==> config.mk <==
export PLATFORM = sky130hd
export DESIGN_NAME = lsu_rmw
export DESIGN_NICKNAME = d
export VERILOG_FILES = /design/src/rtl/lsu_rmw.sv
export SDC_FILE = /design/constraint.sdc
export NUM_CORES = 1
export LEC_CHECK = 0
export CAP_MARGIN = 20
export CORE_ASPECT_RATIO = 1.4
export CORE_MARGIN = 2
export CORE_UTILIZATION = 51
export DETAILED_ROUTE_END_ITERATION = 8
export PLACE_DENSITY = 0.81
export SETUP_SLACK_MARGIN = 0.2
export SLEW_MARGIN = 20
export SYNTH_ARGS = -nofsm -noshare
export SYNTH_HDL_FRONTEND = slang
export SYNTH_SLANG_ARGS = --single-unit
==> constraint.sdc <==
create_clock -name clk -period 7.1 [get_ports clk]
set_input_delay 1.42 -clock clk [delete_from_list [all_inputs] [get_ports clk]]
set_output_delay 1.42 -clock clk [all_outputs]
set_load 0.1 [all_outputs]
==> src/rtl/lsu_rmw.sv <==
// rtl/lsu_rmw.sv - RV32I load/store unit over a word-only dmem using read-modify-write
module lsu_rmw #(
  parameter int ADDR_W = 32
) (
  input  logic              clk,
  input  logic              rst,
  input  logic              req_valid,
  output logic              req_ready,
  input  logic              req_we,
  input  logic [2:0]        req_funct3,
  input  logic [ADDR_W-1:0] req_addr,
  input  logic [31:0]       req_wdata,
  output logic              rsp_valid,
  output logic [31:0]       rsp_rdata,
  output logic              rsp_err,
  output logic [ADDR_W-1:0] mem_A,
  output logic [31:0]       mem_WD,
  output logic              mem_WE,
  input  logic [31:0]       mem_RD
);

  typedef enum logic [1:0] {IDLE, READ, WRITE, RESP} state_t;

  state_t              state_q, state_d;
  logic [ADDR_W-1:0]   addr_q;
  logic                we_q;
  logic [2:0]          funct3_q;
  logic [31:0]         wdata_q;
  logic [31:0]         word_q;
  logic                err_q;
  logic [ADDR_W-1:0]   mem_a_q;

  logic                accept;
  logic                req_err;
  logic [ADDR_W-1:0]   word_addr;
  logic                mem_active;
  logic [31:0]         merged;
  logic [31:0]         shifted;
  logic [31:0]         load_ext;

  assign accept     = req_valid && (state_q == IDLE);
  assign word_addr  = {addr_q[ADDR_W-1:2], 2'b00};
  assign mem_active = (state_q == READ) || (state_q == WRITE);

  // Classify the incoming request: illegal funct3 or misaligned address.
  always_comb begin
    req_err = 1'b0;
    case (req_funct3)
      3'b000:         req_err = 1'b0;
      3'b001:         req_err = req_addr[0];
      3'b010:         req_err = |req_addr[1:0];
      3'b100:         req_err = req_we;
      3'b101:         req_err = req_we | req_addr[0];
      default:        req_err = 1'b1;
    endcase
  end

  // Next-state logic; errors bypass memory, word stores skip the read.
  always_comb begin
    state_d = state_q;
    case (state_q)
      IDLE: begin
        if (accept) begin
          if (req_err)                            state_d = RESP;
          else if (req_we && req_funct3 == 3'b010) state_d = WRITE;
          else                                     state_d = READ;
        end
      end
      READ:    state_d = we_q ? WRITE : RESP;
      WRITE:   state_d = RESP;
      RESP:    state_d = IDLE;
      default: state_d = IDLE;
    endcase
  end

  // State register; reset abandons any in-flight request without a response.
  always_ff @(posedge clk or posedge rst) begin
    if (rst) state_q <= IDLE;
    else     state_q <= state_d;
  end

  // Capture the request on acceptance and the memory word during READ.
  always_ff @(posedge clk or posedge rst) begin
    if (rst) begin
      addr_q   <= '0;
      we_q     <= 1'b0;
      funct3_q <= 3'b000;
      wdata_q  <= 32'h0;
      err_q    <= 1'b0;
      word_q   <= 32'h0;
    end else begin
      if (accept) begin
        addr_q   <= req_addr;
        we_q     <= req_we;
        funct3_q <= req_funct3;
        wdata_q  <= req_wdata;
        err_q    <= req_err;
      end
      if (state_q == READ) word_q <= mem_RD;
    end
  end

  // Remember the last memory address so mem_A holds outside READ/WRITE.
  always_ff @(posedge clk or posedge rst) begin
    if (rst)             mem_a_q <= '0;
    else if (mem_active) mem_a_q <= word_addr;
  end

  // Merge store data into the word read back; word stores take wdata whole.
  always_comb begin
    merged = word_q;
    case (funct3_q[1:0])
      2'b00:   merged[{addr_q[1:0], 3'b000} +: 8] = wdata_q[7:0];
      2'b01:   merged[{addr_q[1], 4'b0000} +: 16] = wdata_q[15:0];
      default: merged = wdata_q;
    endcase
  end

  // Select the addressed lane of the loaded word and extend it.
  always_comb begin
    shifted = word_q >> {addr_q[1:0], 3'b000};
    case (funct3_q)
      3'b000:  load_ext = {{24{shifted[7]}}, shifted[7:0]};
      3'b001:  load_ext = {{16{shifted[15]}}, shifted[15:0]};
      3'b100:  load_ext = {24'h0, shifted[7:0]};
      3'b101:  load_ext = {16'h0, shifted[15:0]};
      default: load_ext = word_q;
    endcase
  end

  assign req_ready = (state_q == IDLE);
  assign rsp_valid = (state_q == RESP);
  assign rsp_err   = (state_q == RESP) && err_q;
  assign rsp_rdata = ((state_q == RESP) && !err_q && !we_q) ? load_ext : 32'h0;
  assign mem_WE    = (state_q == WRITE);
  assign mem_WD    = (state_q == WRITE) ? merged : 32'h0;
  assign mem_A     = mem_active ? word_addr : mem_a_q;

endmodule
==> impl_metrics.env, run 1 <==
export IMPL_cts_tree="yes"
export IMPL_avgSynthCellArea_sq_um=11.6
export IMPL_postCtsSetupRepairBufs=0
export IMPL_final_cells=980
export IMPL_ys_warnings_count=0
export IMPL_timing_rr_start="state_q[0]$_DFFE_PP0P_"
export IMPL_numCtsBuffers=17
export IMPL_setup_tns_ns=0
export IMPL_cpPeakStageDelay_ns=1.17
export IMPL_setup_viol=0
export IMPL_routed_wl_mm=21.0
export IMPL_worstHoldPathType="flop to flop"
export IMPL_clock_path_buffers=2
export IMPL_cp_top_family="buffers and inverters"
export IMPL_cts_num_sinks=135
export IMPL_synth_cell_types=52
export IMPL_cpMaxStageDelayCell="clkdlybuf4s50_1"
export IMPL_grt_pass1_wl_mm=32.5
export IMPL_io_buffers=202
export IMPL_crit_top_cell="o21ai_0"
export IMPL_core_sq_um=13300
export IMPL_reg2reg_slack_ns=4.85
export IMPL_met3_length_mm=1.72
export IMPL_ioPinCount=203
export IMPL_path_clk_slew_ns=0.06
export IMPL_fin_worst_skew_ns=0.00584
export IMPL_critPathLaunchType="flop"
export IMPL_ys_seq_area_frac=0.488
export IMPL_first_pass_iters=6
export IMPL_worstSetupPathType="flop to output port"
export IMPL_final_common_cell="clkdlybuf4s50_1"
export IMPL_syn_nets=709
export IMPL_clockRootBuffer="clkbuf_16"
export IMPL_endpoint="mem_WD[1]"
export IMPL_vias_per_cell=5.90
export IMPL_fin_crit_ns=5.79
export IMPL_grt_pass1_vias=6061
export IMPL_slew_headroom=0.315
export IMPL_wl_per_cell_microns=21.4
export IMPL_ant_nets=0
export IMPL_grt_ovfl_total=0
export IMPL_finalMaxSlewViolations=0
export IMPL_rows=50
export IMPL_cp_depth=7
export IMPL_syn_inst=597
export IMPL_antenna_found_initial=0
export IMPL_critical_path_arrival_ns=4.37
export IMPL_worstPathMaxFanout=23
export IMPL_num_vias=5781
export IMPL_first_iter_violations=372
export IMPL_grtUsageTotal=0.296
export IMPL_rsz0062_at_grt="no"
export IMPL_layout_common_cells="clkdlybuf4s50_1, dfrtp_1, mux2_2"
export IMPL_die_x_microns=102
export IMPL_cap_violations=0
export IMPL_worst_slew_pin_slew_ns=1.02
export IMPL_post_route_period_util=0.816
export IMPL_die_h_microns=142
export IMPL_m1WireLength_mm=7.51
export IMPL_top_layer="met4"
export IMPL_r2r_end="wdata_q[24]$_DFFE_PP0P_"
export IMPL_syn_area_sq_um=6920
export IMPL_timing_fmax_mhz=173
export IMPL_hold_viol=0
export IMPL_drive_above_1_share=0.227
export IMPL_fillers=953
export IMPL_cts_repair_resized=0
export IMPL_placed_cells=949
export IMPL_gp_congestion=1.03
export IMPL_route_met2_wl_mm=10.9
export IMPL_route_detailed_drc=0
export IMPL_status="complete, no violations"
export IMPL_cts_hold_buf=0
export IMPL_start_util=0.520
export IMPL_place_hpwl_mm=15.4
export IMPL_dp_slack_ns=1.80
export IMPL_critPathLaunch="addr_q[0]$_DFFE_PP0P_"
export IMPL_worstRegToRegCells=5
export IMPL_cp_cell_sequence="clkinv_1, ha_1, nor3b_2, o21ai_0, o21ai_0, o211a_1, clkdlybuf4s50_1"
export IMPL_crit_required_ns=5.68
export IMPL_dieArea_sq_um=14500
export IMPL_end_kind="output port"
export IMPL_insertion_delay_ns=0.41
export IMPL_antennaDiodeCount=0
export IMPL_grt_max_degree=71
export IMPL_num_nets_final=898
export IMPL_htree_levels=4
export IMPL_yosys_register_bits=135
export IMPL_finalWorstSetupSlack_ns=1.31
export IMPL_path_buf_inv=2
export IMPL_syn_to_final_growth_pct=39.0
==> layer usage <==
layer	GRT usage	vias up
met5	0	-
met4	0.140	0
met3	0.0882	70
met2	0.500	315
met1	0.340	2825
li1	-	2571
==> registers in the layout, summed over array words and instances, names as in the netlist <==
register,count
we_q,1
mem_a_q,32
word_q,32
funct3_q,3
wdata_q,32
err_q,1
state_q,2
addr_q,32
==> worst reg2reg max path, delay by kind of cell (launching register included) <==
family | cells | cell delay (ns)
buffers and inverters | 2 | 0.73
muxes | 1 | 0.43
DFF | 1 | 0.39
and+or+nand+nor | 1 | 0.32
adders and majority gates | 1 | 0.27
==> cells in the mapped netlist, drive strengths merged <==
library cell,number,area [sq um]
a221oi,15,131
o31ai,2,15.0
mux2,128,1440
and4b,1,10.0
and2,6,37.5
clkbuf,15,56.3
a22oi,8,60.1
nor2b,21,131
nor3,3,20.0
o2bb2ai,3,26.3
ha,9,113
nor2,24,90.1
inv,13,48.8
or3,1,6.26
clkinv,1,3.75
a22o,14,123
nand3b,1,7.51
nand3,1,5.00
a221o,8,80.1
mux4,1,22.5
nor3b,2,20.0
buf,26,133
o22ai,3,18.8
o22a,2,17.5
nor4,1,6.26
a21oi,21,109
a211oi,1,7.51
nand4b,1,8.76
a222oi,8,80.1
o21ai,24,124
o211ai,6,45.0
o221ai,7,61.3
o211a,2,20.0
dfrtp,135,3380
or3b,1,11.3
nand2b,2,12.5
nand2,55,206
nand4bb,1,11.3
nor4bb,1,10.0
or2,4,25.0
a2111oi,1,10.0
mux2i,18,180
==> stage by stage <==
step / hold slack, ns / utilization / cell area (sq um)
2_1_floorplan: 0.464 / - / 6920
3_3_place_gp: 0.480 / 0.680 / 9060
3_5_place_dp: 0.485 / 0.680 / 9060
4_1_cts: 0.500 / 0.722 / 9620
5_1_grt: 0.503 / 0.722 / 9630
6_report: 0.497 / 0.722 / 9630
==> cell families after synthesis <==
kind of cell / share of synthesized area
and+or+nand+nor: 0.0894
buffers and inverters: 0.0349
DFF: 0.488
muxes: 0.237
adders and majority gates: 0.0163
AOI/OAI and AO/OA: 0.134
==> worst min-delay path by stage <==
| stage | to | depth (start not counted) | from |
|---|---|---|---|
| 2_1_floorplan | err_q$_DFFE_PP0P_ | 2 | err_q$_DFFE_PP0P_ |
| 3_3_place_gp | mem_a_q[16]$_DFF_PP0_ | 1 | mem_a_q[16]$_DFF_PP0_ |
| 3_5_place_dp | mem_a_q[3]$_DFF_PP0_ | 1 | mem_a_q[3]$_DFF_PP0_ |
| 4_1_cts | mem_a_q[3]$_DFF_PP0_ | 1 | mem_a_q[3]$_DFF_PP0_ |
| 5_1_grt | mem_a_q[31]$_DFF_PP0_ | 1 | mem_a_q[31]$_DFF_PP0_ |
| 6_report | mem_a_q[3]$_DFF_PP0_ | 1 | mem_a_q[3]$_DFF_PP0_ |
==> layout make-up <==
type | count | area, sq um | area share
multi-input combinational | 407 | 3310 | 0.344
inverter | 14 | 55.1 | 0.00572
clock inverter | 10 | 96.3 | 0.0100
sequential | 135 | 3380 | 0.351
clock buffer | 21 | 470 | 0.0489
timing repair buffer | 211 | 2090 | 0.217
tap | 182 | 228 | 0.0237
Power of run 1 is left out: the tool's default activity adds up to more than one toggle a clock period on the data nets, which glitch-free logic cannot reach.
==> run 2: changes to the inputs <==
CORE_UTILIZATION = 43   (was 51)
PLACE_DENSITY = 0.73   (was 0.81)
clock period = 4.8 ns   (was 7.1 ns; I/O delays follow)
==> impl_metrics.env, run 2 (synthesized netlist as in run 1, its figures left out) <==
export IMPL_status="complete, no violations"
export IMPL_rsz0062_at_grt="no"
export IMPL_syn_to_final_growth_pct=39.3
export IMPL_first_pass_iters=5
export IMPL_clock_path_buffers=2
export IMPL_hold_worst_slack_ns=0.495
export IMPL_core_sq_um=15700
export IMPL_cap_violations=0
export IMPL_postCtsSetupRepairBufs=0
export IMPL_cp_depth=7
export IMPL_cts_hold_buf=0
export IMPL_cpMaxStageDelayCell="dfrtp_1"
export IMPL_grt_max_degree=63
export IMPL_finalMaxSlewViolations=0
export IMPL_routed_wl_mm=21.4
export IMPL_fin_crit_ns=3.87
export IMPL_finalWorstSetupSlack_ns=0.935
export IMPL_fillers=1315
export IMPL_grt_pass1_vias=5962
export IMPL_die_h_microns=154
export IMPL_fin_worst_skew_ns=0.00835
export IMPL_path_buf_inv=2
export IMPL_wl_per_cell_microns=21.3
export IMPL_cts_repair_resized=0
export IMPL_worstHoldPathType="flop to flop"
export IMPL_ioPinCount=203
export IMPL_worstPathMaxFanout=13
export IMPL_worstRegToRegCells=5
export IMPL_setup_tns_ns=0
export IMPL_setup_viol=0
export IMPL_htree_levels=4
export IMPL_cts_num_sinks=135
export IMPL_worstSetupPathType="flop to output port"
export IMPL_ant_nets=0
export IMPL_final_common_cell="dfrtp_1"
export IMPL_numCtsBuffers=17
export IMPL_antenna_found_initial=1
export IMPL_io_buffers=202
export IMPL_drive_above_1_share=0.352
export IMPL_num_nets_final=903
export IMPL_gp_congestion=0.956
export IMPL_cpPeakStageDelay_ns=0.61
export IMPL_critical_path_arrival_ns=2.91
export IMPL_cts_tree="yes"
export IMPL_num_vias=5715
export IMPL_crit_required_ns=3.84
export IMPL_grtUsageTotal=0.250
export IMPL_grt_pass1_wl_mm=33.2
export IMPL_start_util=0.442
export IMPL_place_hpwl_mm=15.9
export IMPL_cp_top_family="compound AO/OA/AOI/OAI gates"
export IMPL_timing_fmax_mhz=259
export IMPL_first_iter_violations=417
export IMPL_post_route_period_util=0.805
export IMPL_route_detailed_drc=0
export IMPL_holdPathStages=1
export IMPL_clockRootBuffer="clkbuf_16"
export IMPL_end_kind="output port"
export IMPL_dieArea_sq_um=17100
export IMPL_worst_slew_pin_slew_ns=0.987
export IMPL_grt_ovfl_total=0
export IMPL_path_clk_slew_ns=0.06
export IMPL_rows=54
export IMPL_dp_slack_ns=1.37
export IMPL_critPathLaunchType="flop"
export IMPL_hold_viol=0
export IMPL_layout_common_cells="dfrtp_1, mux2_2, clkdlybuf4s50_1"
export IMPL_insertion_delay_ns=0.42
export IMPL_vias_per_cell=5.71
export IMPL_slew_headroom=0.340
export IMPL_die_x_microns=111
export IMPL_cp_cell_sequence="inv_1, ha_1, nand4bb_1, o21ai_1, a221oi_1, nor2_1, buf_12"
run 2: changes by cell type in the layout (fill, tap and decap cells not counted), moves of 2 or more:
cell / previous run / this run
clkdlybuf4s50_1: 202 / 108
clkinv_8: 0 / 2
clkinv_2: 3 / 0
clkbuf_8: 3 / 0
inv_8: 0 / 6
buf_4: 9 / 96
buf_12: 0 / 12
clkinv_4: 4 / 2
run 2: stage by stage:
stage / utilization / instance area [sq um] / cells
floorplan: - / 6930 / 597
global placement: 0.577 / 9040 / 968
detailed placement: 0.577 / 9040 / 968
CTS: 0.615 / 9640 / 1000
global route: 0.615 / 9650 / 1001
finish: 0.615 / 9650 / 1001
run 2: layout make-up:
type	instances	area [sq um]	area share
Clock buffer	17	425	0.0441
Tap cell	196	245	0.0254
Sequential cell	135	3380	0.350
Clock inverter	15	180	0.0187
Timing Repair Buffer	216	2040	0.212
Inverter	14	55.1	0.00571
Antenna cell	1	2.50	0.000259
Multi-Input combinational cell	407	3320	0.344
run 2: worst paths after layout:
| path | startpoint | to | slack, ns |
|---|---|---|---|
| max | addr_q[1]$_DFFE_PP0P_ | mem_WD[20] | 0.93 |
| min | mem_a_q[3]$_DFF_PP0_ | mem_a_q[3]$_DFF_PP0_ | 0.50 |
| max reg2reg | state_q[0]$_DFFE_PP0P_ | wdata_q[5]$_DFFE_PP0P_ | 2.47 |
| min reg2reg | mem_a_q[3]$_DFF_PP0_ | mem_a_q[3]$_DFF_PP0_ | 0.50 |
| max in group asynchronous | rst | addr_q[29]$_DFFE_PP0P_ | 2.87 |
| min in group asynchronous | rst | addr_q[3]$_DFFE_PP0P_ | 1.04 |
run 2: layer usage:
layer  share of wire  global-route usage  vias up
li1                -                   -     2585
met1            0.37               0.285     2774
met2            0.50               0.429      298
met3           0.077              0.0674       58
met4           0.044               0.127        0
met5               0                   0        -
Power of run 2 is left out for the same reason.
==> run 3: changes to the inputs <==
CORE_UTILIZATION = 48   (was 43)
PLACE_DENSITY = 0.77   (was 0.73)
clock period = 3.8 ns   (was 4.8 ns; I/O delays follow)
==> impl_metrics.env, run 3 (synthesized netlist as in run 1, its figures left out) <==
export IMPL_status="complete, no violations"
export IMPL_num_vias=5833
export IMPL_vias_per_cell=5.90
export IMPL_first_pass_iters=5
export IMPL_setup_viol=0
export IMPL_worst_slew_pin_slew_ns=0.830
export IMPL_die_h_microns=146
export IMPL_finalMaxSlewViolations=0
export IMPL_cts_num_sinks=135
export IMPL_io_buffers=202
export IMPL_grt_pass1_vias=6298
export IMPL_clock_path_buffers=2
export IMPL_clockRootBuffer="clkbuf_16"
export IMPL_antennaDiodeCount=0
export IMPL_postPlaceCellArea_sq_um=10100
export IMPL_antenna_found_initial=0
export IMPL_critPathLaunchType="flop"
export IMPL_final_cells=989
export IMPL_fin_crit_ns=3.51
export IMPL_worstSetupPathType="flop to output port"
export IMPL_cap_violations=0
export IMPL_syn_to_final_growth_pct=55.3
export IMPL_htree_levels=4
export IMPL_path_clk_slew_ns=0.06
export IMPL_start_util=0.493
export IMPL_numCtsBuffers=17
export IMPL_rsz0062_at_grt="no"
export IMPL_slew_headroom=0.446
export IMPL_end_kind="output port"
export IMPL_grt_max_degree=62
export IMPL_final_common_cell="dfrtp_1"
export IMPL_drive_above_1_share=0.398
export IMPL_fin_worst_skew_ns=0.00641
export IMPL_grt_ovfl_total=0
export IMPL_rows=51
export IMPL_fillers=905
export IMPL_hold_viol=0
export IMPL_gp_congestion=0.883
export IMPL_ioPinCount=203
export IMPL_die_x_microns=106
export IMPL_critical_path_arrival_ns=2.75
export IMPL_timing_fmax_mhz=285
export IMPL_num_nets_final=903
export IMPL_crit_required_ns=3.04
export IMPL_grt_pass1_wl_mm=34.9
export IMPL_wl_per_cell_microns=22.8
export IMPL_grtUsageTotal=0.296
export IMPL_post_route_period_util=0.923
export IMPL_core_sq_um=14000
export IMPL_dieArea_sq_um=15400
export IMPL_worstPathMaxFanout=21
export IMPL_ant_nets=0
export IMPL_routed_wl_mm=22.6
export IMPL_placed_cells=957
export IMPL_first_iter_violations=377
export IMPL_worstHoldPathType="flop to flop"
export IMPL_cts_tree="yes"
export IMPL_place_hpwl_mm=16.5
export IMPL_layout_common_cells="dfrtp_1, mux2_2, clkdlybuf4s50_1"
export IMPL_route_detailed_drc=0
export IMPL_insertion_delay_ns=0.41
export IMPL_post_route_cell_area_sq_um=10800
run 3: layer usage:
metal  global-route usage  wire length (microns)  up-vias
li1                     -                      -     2582
met3               0.0786                   1640       79
met4                0.179                   1370        0
met5                    0                      0        -
met1                0.316                   7880     2876
met2                0.517                  11700      296
run 3: final timing paths:
| check | start | endpoint | slack (ns) | cells after the start |
|---|---|---|---|---|
| setup / recovery | funct3_q[0]$_DFFE_PP0P_ | mem_WD[12] | 0.29 | 5 |
| hold / removal | wdata_q[22]$_DFFE_PP0P_ | wdata_q[22]$_DFFE_PP0P_ | 0.50 | 1 |
| setup reg to reg | state_q[0]$_DFFE_PP0P_ | addr_q[16]$_DFFE_PP0P_ | 1.86 | 5 |
| hold reg to reg | wdata_q[22]$_DFFE_PP0P_ | wdata_q[22]$_DFFE_PP0P_ | 0.50 | 1 |
| max in group asynchronous | rst | mem_a_q[8]$_DFF_PP0_ | 1.99 | 3 |
| min in group asynchronous | rst | wdata_q[26]$_DFFE_PP0P_ | 0.85 | 2 |
run 3: through the flow:
step | TNS, ns | utilization | hold slack [ns] | setup slack [ns]
floorplan | -0.487 | - | 0.464 | -0.0609
global placement | 0 | 0.721 | 0.482 | 0.787
detailed placement | 0 | 0.721 | 0.487 | 0.773
CTS | 0 | 0.765 | 0.501 | 0.318
global route | 0 | 0.766 | 0.511 | 0.200
finish | 0 | 0.766 | 0.499 | 0.292
run 3: layout make-up:
class,count,area (sq um),area share
multi-input combinational,407,3420,0.318
sequential,135,3380,0.314
timing repair buffer,216,3050,0.284
clock buffer,20,447,0.0415
tap,185,231,0.0215
clock inverter,12,166,0.0155
inverter,14,60.1,0.00558
run 3: timing repair:
action / in CTS / in global routing
resized for setup: 0 / 3
hold buffers: 0 / 0
setup buffers: 0 / 0
endpoints found under the setup margin: 0 / 7
run 3: worst max-delay path, cell delays in order (launching register included):
cell,delay (ns)
dfrtp_1,0.82
nand2b_1,0.24
nor2_1,0.58
a222oi_1,0.27
nor2b_2,0.22
buf_12,0.19
Power of run 3 is left out for the same reason.
==> patch 1 (settings of run 2) <==
Re-encode `state_t` (4 states) as Gray code, 2 bits wide.
--- a/src/rtl/lsu_rmw.sv
+++ b/src/rtl/lsu_rmw.sv
@@ -20,5 +20,5 @@
 );
 
-  typedef enum logic [1:0] {IDLE, READ, WRITE, RESP} state_t;
+  typedef enum logic [1:0] {IDLE = 2'b00, READ = 2'b01, WRITE = 2'b11, RESP = 2'b10} state_t;
 
   state_t              state_q, state_d;
Check against the original RTL: same outputs for any inputs over 10 cycles, from zero or initial values and one cycle with rst high; not proved beyond that.
==> patch 1 against run 2 <==
Hold slack better by 0.00073 ns; sequential share of layout area down 1.4 points; sequential cell count unchanged; cell area up 4.3%; area after synthesis down 2.2%; critical path depth down 1; wire length down 2.7%; setup slack worse by 0.44 ns; critical path type unchanged; highest routed layer unchanged.
==> patch 1: results (changes against run 2) <==
Status:
- Result of the run: finished, final reports clean (unchanged).

Layout:
- The antenna diode count is 0 (was 1).
- The net total in the final layout is 896 (was 903).
- The layout cell share with drive strength beyond 1 is 0.365 (was 0.352).
- The number of cells in the finished layout apart from fillers is 997 (was 1001).

Synth:
- The complex-gate fraction of the synthesized area is 0.144 (was 0.134).
- The count of synthesis-stage warnings from yosys is 0 (unchanged).
- The xor-xnor portion of the synthesized cell area was 0 (unchanged).
- The portion of netlist area occupied by mux cells came to 0.230 (was 0.237).
- The post-synthesis adder-cell area fraction is 0.00924 (was 0.0163).
- Top post-synthesis cells by area: dfrtp_1 50%, mux2_2 20%, mux2i_1 2.5% (was dfrtp_1 49%, mux2_2 21%, nand2_1 3.0%).
- Top cell types by occurrence after synthesis: 135 x dfrtp_1, 121 x mux2_2, 42 x nand2_1 (was 135 x dfrtp_1, 128 x mux2_2, 55 x nand2_1).
- The post-synthesis net count is 706 (was 709).
- The cell count after synthesis is 598 (was 597).
- The distinct cell type count of the synthesized netlist is 44 (was 52).
- The post-synthesis sequential area ratio was 0.499 (was 0.488).
- The share of flip-flops with an asynchronous set or reset after synthesis is 1.00 (unchanged).

Route:
- The number of DRC markers in iteration 0 is 338 (was 417).
- The routed via count is 5620 (was 5715).
- The total iterations of the first detailed-routing run was 7 (was 5).
- The total length of routed wires was 20800 microns (was 21400 microns).

Power and ir drop:
- The highest ir drop seen on vdd is between 0.8 and 0.9 mV.
- The analysis attributes to cell leakage a power of around 4.3 nW.

CTS:
- The number of gates resized after cts was 0 (unchanged).
- The total CTS buffers is 17 (unchanged).
- The register clock-pin slew on the reported worst setup and hold paths is 0.06 ns (about the same).
- The insertion delay to the later sink of the worst-skew pair is 0.42 ns (about the same).
- The master cell of the clock root buffer was clkbuf_16 (unchanged).
- The maximum clock path buffer count is 2 (unchanged).
- The number of H-tree levels is 4 (unchanged).
- The buffers inserted during post-CTS setup optimization is 0 (unchanged).

Global route:
- The maximum number of pins on one net before global-route repair was 108 (was 63).
- The wire length of the first global-routing pass was 32200 microns (was 33200 microns).
- The initial antenna violation count is 0 (was 1).
- The overall global routing resource usage is 0.253 (was 0.250).
- The number of global-route vias before repair came to 5922 (was 5962).

Placed design:
- The worst slack after detailed placement is 0.958 ns (was 1.37 ns).
- The cell area after placement is 0.00945 sq mm (was 0.00904 sq mm).
- The final HPWL from detailed placement is 15400 microns (was 15900 microns).
- The placer congestion estimate is 0.925 (was 0.956).
- The number of cells in the design after placement is 965 (was 968).
- The number of I/O port buffers is 202 (unchanged).

Setup path:
- The largest driver fanout on the critical path is 21 (was 13).
- The arrival time reported for the critical path endpoint is 3.34 ns (was 2.91 ns).

Timing:
- The relative slew slack is 0.341 (was 0.340).
- The clock skew is 0.00679 ns (was 0.00835 ns).
- The final max-slew violation count is 0 (unchanged).

Hold path:
- The type of the most critical hold path was reg2reg (unchanged).
-- patch 1: cell types whose count changed in the layout (fill, tap and decap cells not counted), moves of 12 or more --
cell            run 2  this run
nor2_1             24        41
buf_12             12        49
a21o_1              0        18
buf_4              96        59
nand2_1            54        42
nor2b_1            21         7
-- patch 1: where the power goes --
part           leakage [nW]  internal (W)  switching (W)
combinational          2.41       0.00123        0.00249
clock                 0.294      0.000788       0.000551
sequential             1.59       0.00162       0.000537
-- patch 1: area by class of cell --
class,count,area [sq um]
flip-flops and latches,135,3380
clock inverters,15,180
clock buffers,17,425
repair buffers,214,2480
fillers,1247,5410
inverters,18,72.6
multi-input cells,402,3270
well taps,196,245
-- patch 1: path summary, 6_finish.rpt --
path	startpoint	endpoint	slack (ns)	cells past startpoint
min in group asynchronous	rst	mem_a_q[11]$_DFF_PP0_	1.15	2
max in group asynchronous	rst	wdata_q[25]$_DFFE_PP0P_	2.74	3
worst max register to register	state_q[0]$_DFFE_PP0P_	word_q[12]$_DFFE_PP0P_	2.85	4
worst min register to register	mem_a_q[27]$_DFF_PP0_	mem_a_q[27]$_DFF_PP0_	0.50	1
worst min-delay path	mem_a_q[27]$_DFF_PP0_	mem_a_q[27]$_DFF_PP0_	0.50	1
worst max-delay path	addr_q[0]$_DFFE_PP0P_	mem_WD[5]	0.50	6
-- patch 1: worst max-delay path: stages, from the launching register on --
cell and delay [ns]:
dfrtp_1 0.73, inv_1 0.36, ha_1 0.45, o211ai_1 0.66, nand2_1 0.16, a211oi_2 0.34, buf_12 0.22
-- patch 1: per-layer routing --
metal / track usage / wire length, microns / vias up
met5: 0 / 0 / -
met4: 0.118 / 695 / 0
met3: 0.0586 / 1740 / 41
met2: 0.425 / 10500 / 285
met1: 0.301 / 7870 / 2724
li1: - / - / 2570
==> patch 2 (settings of run 2) <==
Without the edit above. Set the parameter `ADDR_W` to 28 (it was 32).
--- a/src/rtl/lsu_rmw.sv
+++ b/src/rtl/lsu_rmw.sv
@@ -1,5 +1,5 @@
 // rtl/lsu_rmw.sv - RV32I load/store unit over a word-only dmem using read-modify-write
 module lsu_rmw #(
-  parameter int ADDR_W = 32
+  parameter int ADDR_W = 28
 ) (
   input  logic              clk,
Interface: changed (resized mem_A and req_addr); port bits go from 203 to 195. The function was not compared with the original's and may differ.
==> patch 2 against run 2 <==
Setup slack worse by 0.54 ns; synthesized cell count down 3.5%; cell area rose by 0.57%; critical path depth stayed put; area after synthesis is 2.0% lower; wire length fell by 4.0%; sequential cell count is 8 lower; clock skew about the same; global-route usage rose by 0.11 points; utilization rose by 0.89 points; critical endpoint unchanged.
Power is left out: the tool's default activity adds up to more than one toggle a clock period on the data nets, which glitch-free logic cannot reach.
==> patch 2: results (changes against run 2) <==
Synth:
- The distinct cell type count of the synthesized netlist is 50 (was 52).
- Top post-synthesis cells by area: dfrtp_1 47%, mux2_2 23%, a221oi_1 3.1% (was dfrtp_1 49%, mux2_2 21%, nand2_1 3.0%).
- The share of flip-flops with an asynchronous set or reset after synthesis is 1.00 (unchanged).
- The count of synthesis-stage warnings from yosys came to 0 (unchanged).
- Top cell types by occurrence after synthesis: 137 x mux2_2, 127 x dfrtp_1, 30 x nand2_1 (was 135 x dfrtp_1, 128 x mux2_2, 55 x nand2_1).
- The post-synthesis sequential area ratio is 0.468 (was 0.488).
- The most used flip-flop cell after synthesis is dfrtp_1 (unchanged).
- The post-synthesis net count is 684 (was 709).

Global route:
- The overall global routing resource usage is 0.251 (was 0.250).
- The wire length of the first global-routing pass is 32200 microns (was 33200 microns).
- The number of global-route vias before repair is 5987 (was 5962).
- The overall overflow remaining after global route is 0 (unchanged).
- The maximum number of pins on one net before global-route repair is 75 (was 63).
- The initial antenna violation count is 0 (was 1).

Setup path:
- The length in cells of the worst reg-to-reg path is 5 (unchanged).
- The worst setup slack for register-to-register paths was 2.84 ns (was 2.47 ns).
- The arrival time reported for the critical path endpoint came to 3.44 ns (was 2.91 ns).
- The worst setup path startpoint is addr_q[0]$_DFFE_PP0P_ (was addr_q[1]$_DFFE_PP0P_).
- The launching point of the worst reg2reg path is state_q[0]$_DFFE_PP0P_ (unchanged).
- The largest driver fanout on the critical path is 23 (was 13).
- The endpoint of the worst register-to-register path is wdata_q[2]$_DFFE_PP0P_ (was wdata_q[5]$_DFFE_PP0P_).
- The timing endpoint of the critical path was mem_WD[20] (unchanged).

Route:
- The routed wire length per instance is 21.3 microns (about the same).
- The total iterations of the first detailed-routing run is 7 (was 5).
- The number of DRC markers in iteration 0 was 364 (was 417).
- The average vias per placed instance was 5.87 (was 5.71).

Timing:
- The relative slew slack is 0.333 (was 0.340).
- The clock skew was 0.00817 ns (was 0.00835 ns).

Layout:
- The antenna diode count came to 0 (was 1).
- The largest registers in the layout are wdata_q: 32 flops, word_q: 32 flops.
- The layout cell share with drive strength beyond 1 is 0.413 (was 0.352).
- The net total in the final layout is 861 (was 903).

Status:
- Result of the run: finished, final reports clean (unchanged).

CTS:
- The maximum clock path buffer count is 2 (unchanged).
- The number of gates resized after cts is 0 (unchanged).
- The insertion delay to the later sink of the worst-skew pair was 0.42 ns (about the same).
- The total CTS buffers is 17 (unchanged).
- The number of H-tree levels is 4 (unchanged).
- The master cell of the clock root buffer is clkbuf_16 (unchanged).
- The register clock-pin slew on the reported worst setup and hold paths is 0.06 ns (about the same).
- The buffers inserted during post-CTS setup optimization is 0 (unchanged).

Placed design:
- The placer congestion estimate is 0.894 (was 0.956).
- The number of I/O port buffers is 194 (was 202).
- The final HPWL from detailed placement is 15200 microns (was 15900 microns).

Hold path:
- The type of the most critical hold path is reg2reg (unchanged).
[patch 2: cell types whose count changed in the layout (fill, tap and decap cells not counted), moves of 9 or more]
cell,change
a31oi_1,+9
o22ai_1,+13
a22o_1,-14
buf_4,-11
o211ai_2,+10
nand2_1,-25
a21oi_1,-13
nor3_2,+13
mux2i_1,-18
mux2_2,+9
a221oi_1,+9
nor2b_1,-15
dfrtp_1,-9
nor2_1,-20
[patch 2: how the worst min path moves through the flow]
stage / startpoint / end / slack [ns] / cells past startpoint
6_report: mem_a_q[22]$_DFF_PP0_ / mem_a_q[22]$_DFF_PP0_ / 0.50 / 1
5_1_grt: mem_a_q[8]$_DFF_PP0_ / mem_a_q[8]$_DFF_PP0_ / 0.51 / 1
4_1_cts: mem_a_q[8]$_DFF_PP0_ / mem_a_q[8]$_DFF_PP0_ / 0.50 / 1
3_5_place_dp: mem_a_q[3]$_DFF_PP0_ / mem_a_q[3]$_DFF_PP0_ / 0.49 / 1
3_3_place_gp: mem_a_q[3]$_DFF_PP0_ / mem_a_q[3]$_DFF_PP0_ / 0.48 / 1
2_1_floorplan: addr_q[22]$_DFFE_PP0P_ / addr_q[22]$_DFFE_PP0P_ / 0.47 / 1
[patch 2: cell type report]
type / instances / area (sq um)
fill: 1241 / 5840
multi-input combinational: 382 / 3550
sequential: 127 / 3180
timing repair buffer: 205 / 2020
clock buffer: 18 / 429
tap: 196 / 245
clock inverter: 14 / 203
inverter: 20 / 77.6
[patch 2: critical path, stage by stage, from the launching register on]
cell	delay [ns]
dfrtp_1	0.79
clkinv_1	0.51
ha_1	0.51
nor4bb_1	0.31
buf_4	0.21
a221oi_1	0.10
nor3_2	0.37
buf_12	0.23
[patch 2: per-stage QoR]
step,utilization,setup TNS (ns),instances,instance area (sq um),worst slack (ns)
after global routing,0.624,0,962,9700,0.214
after global placement,0.583,0,930,9060,1.10
after CTS,0.624,0,962,9700,0.461
after detailed placement,0.583,0,930,9070,0.927
final,0.624,0,962,9700,0.396
after floorplan,-,-0.180,576,7010,-0.180
[patch 2: logic make-up after synthesis]
family / share of synthesized area
AO/OA/AOI/OAI: 0.172
flip-flops: 0.468
AND/OR/NAND/NOR: 0.0677
adder cells (fa/ha/maj): 0.0166
buffers and inverters: 0.0432
XOR/XNOR: 0.00129
multiplexers: 0.231
[patch 2: metal layers]
| metal | vias up | track usage | part of all wire |
|---|---|---|---|
| met3 | 70 | 0.0560 | 0.069 |
| met1 | 2759 | 0.288 | 0.37 |
| met5 | - | 0 | 0 |
| met4 | 0 | 0.127 | 0.048 |
| met2 | 267 | 0.429 | 0.52 |
| li1 | 2551 | - | - |
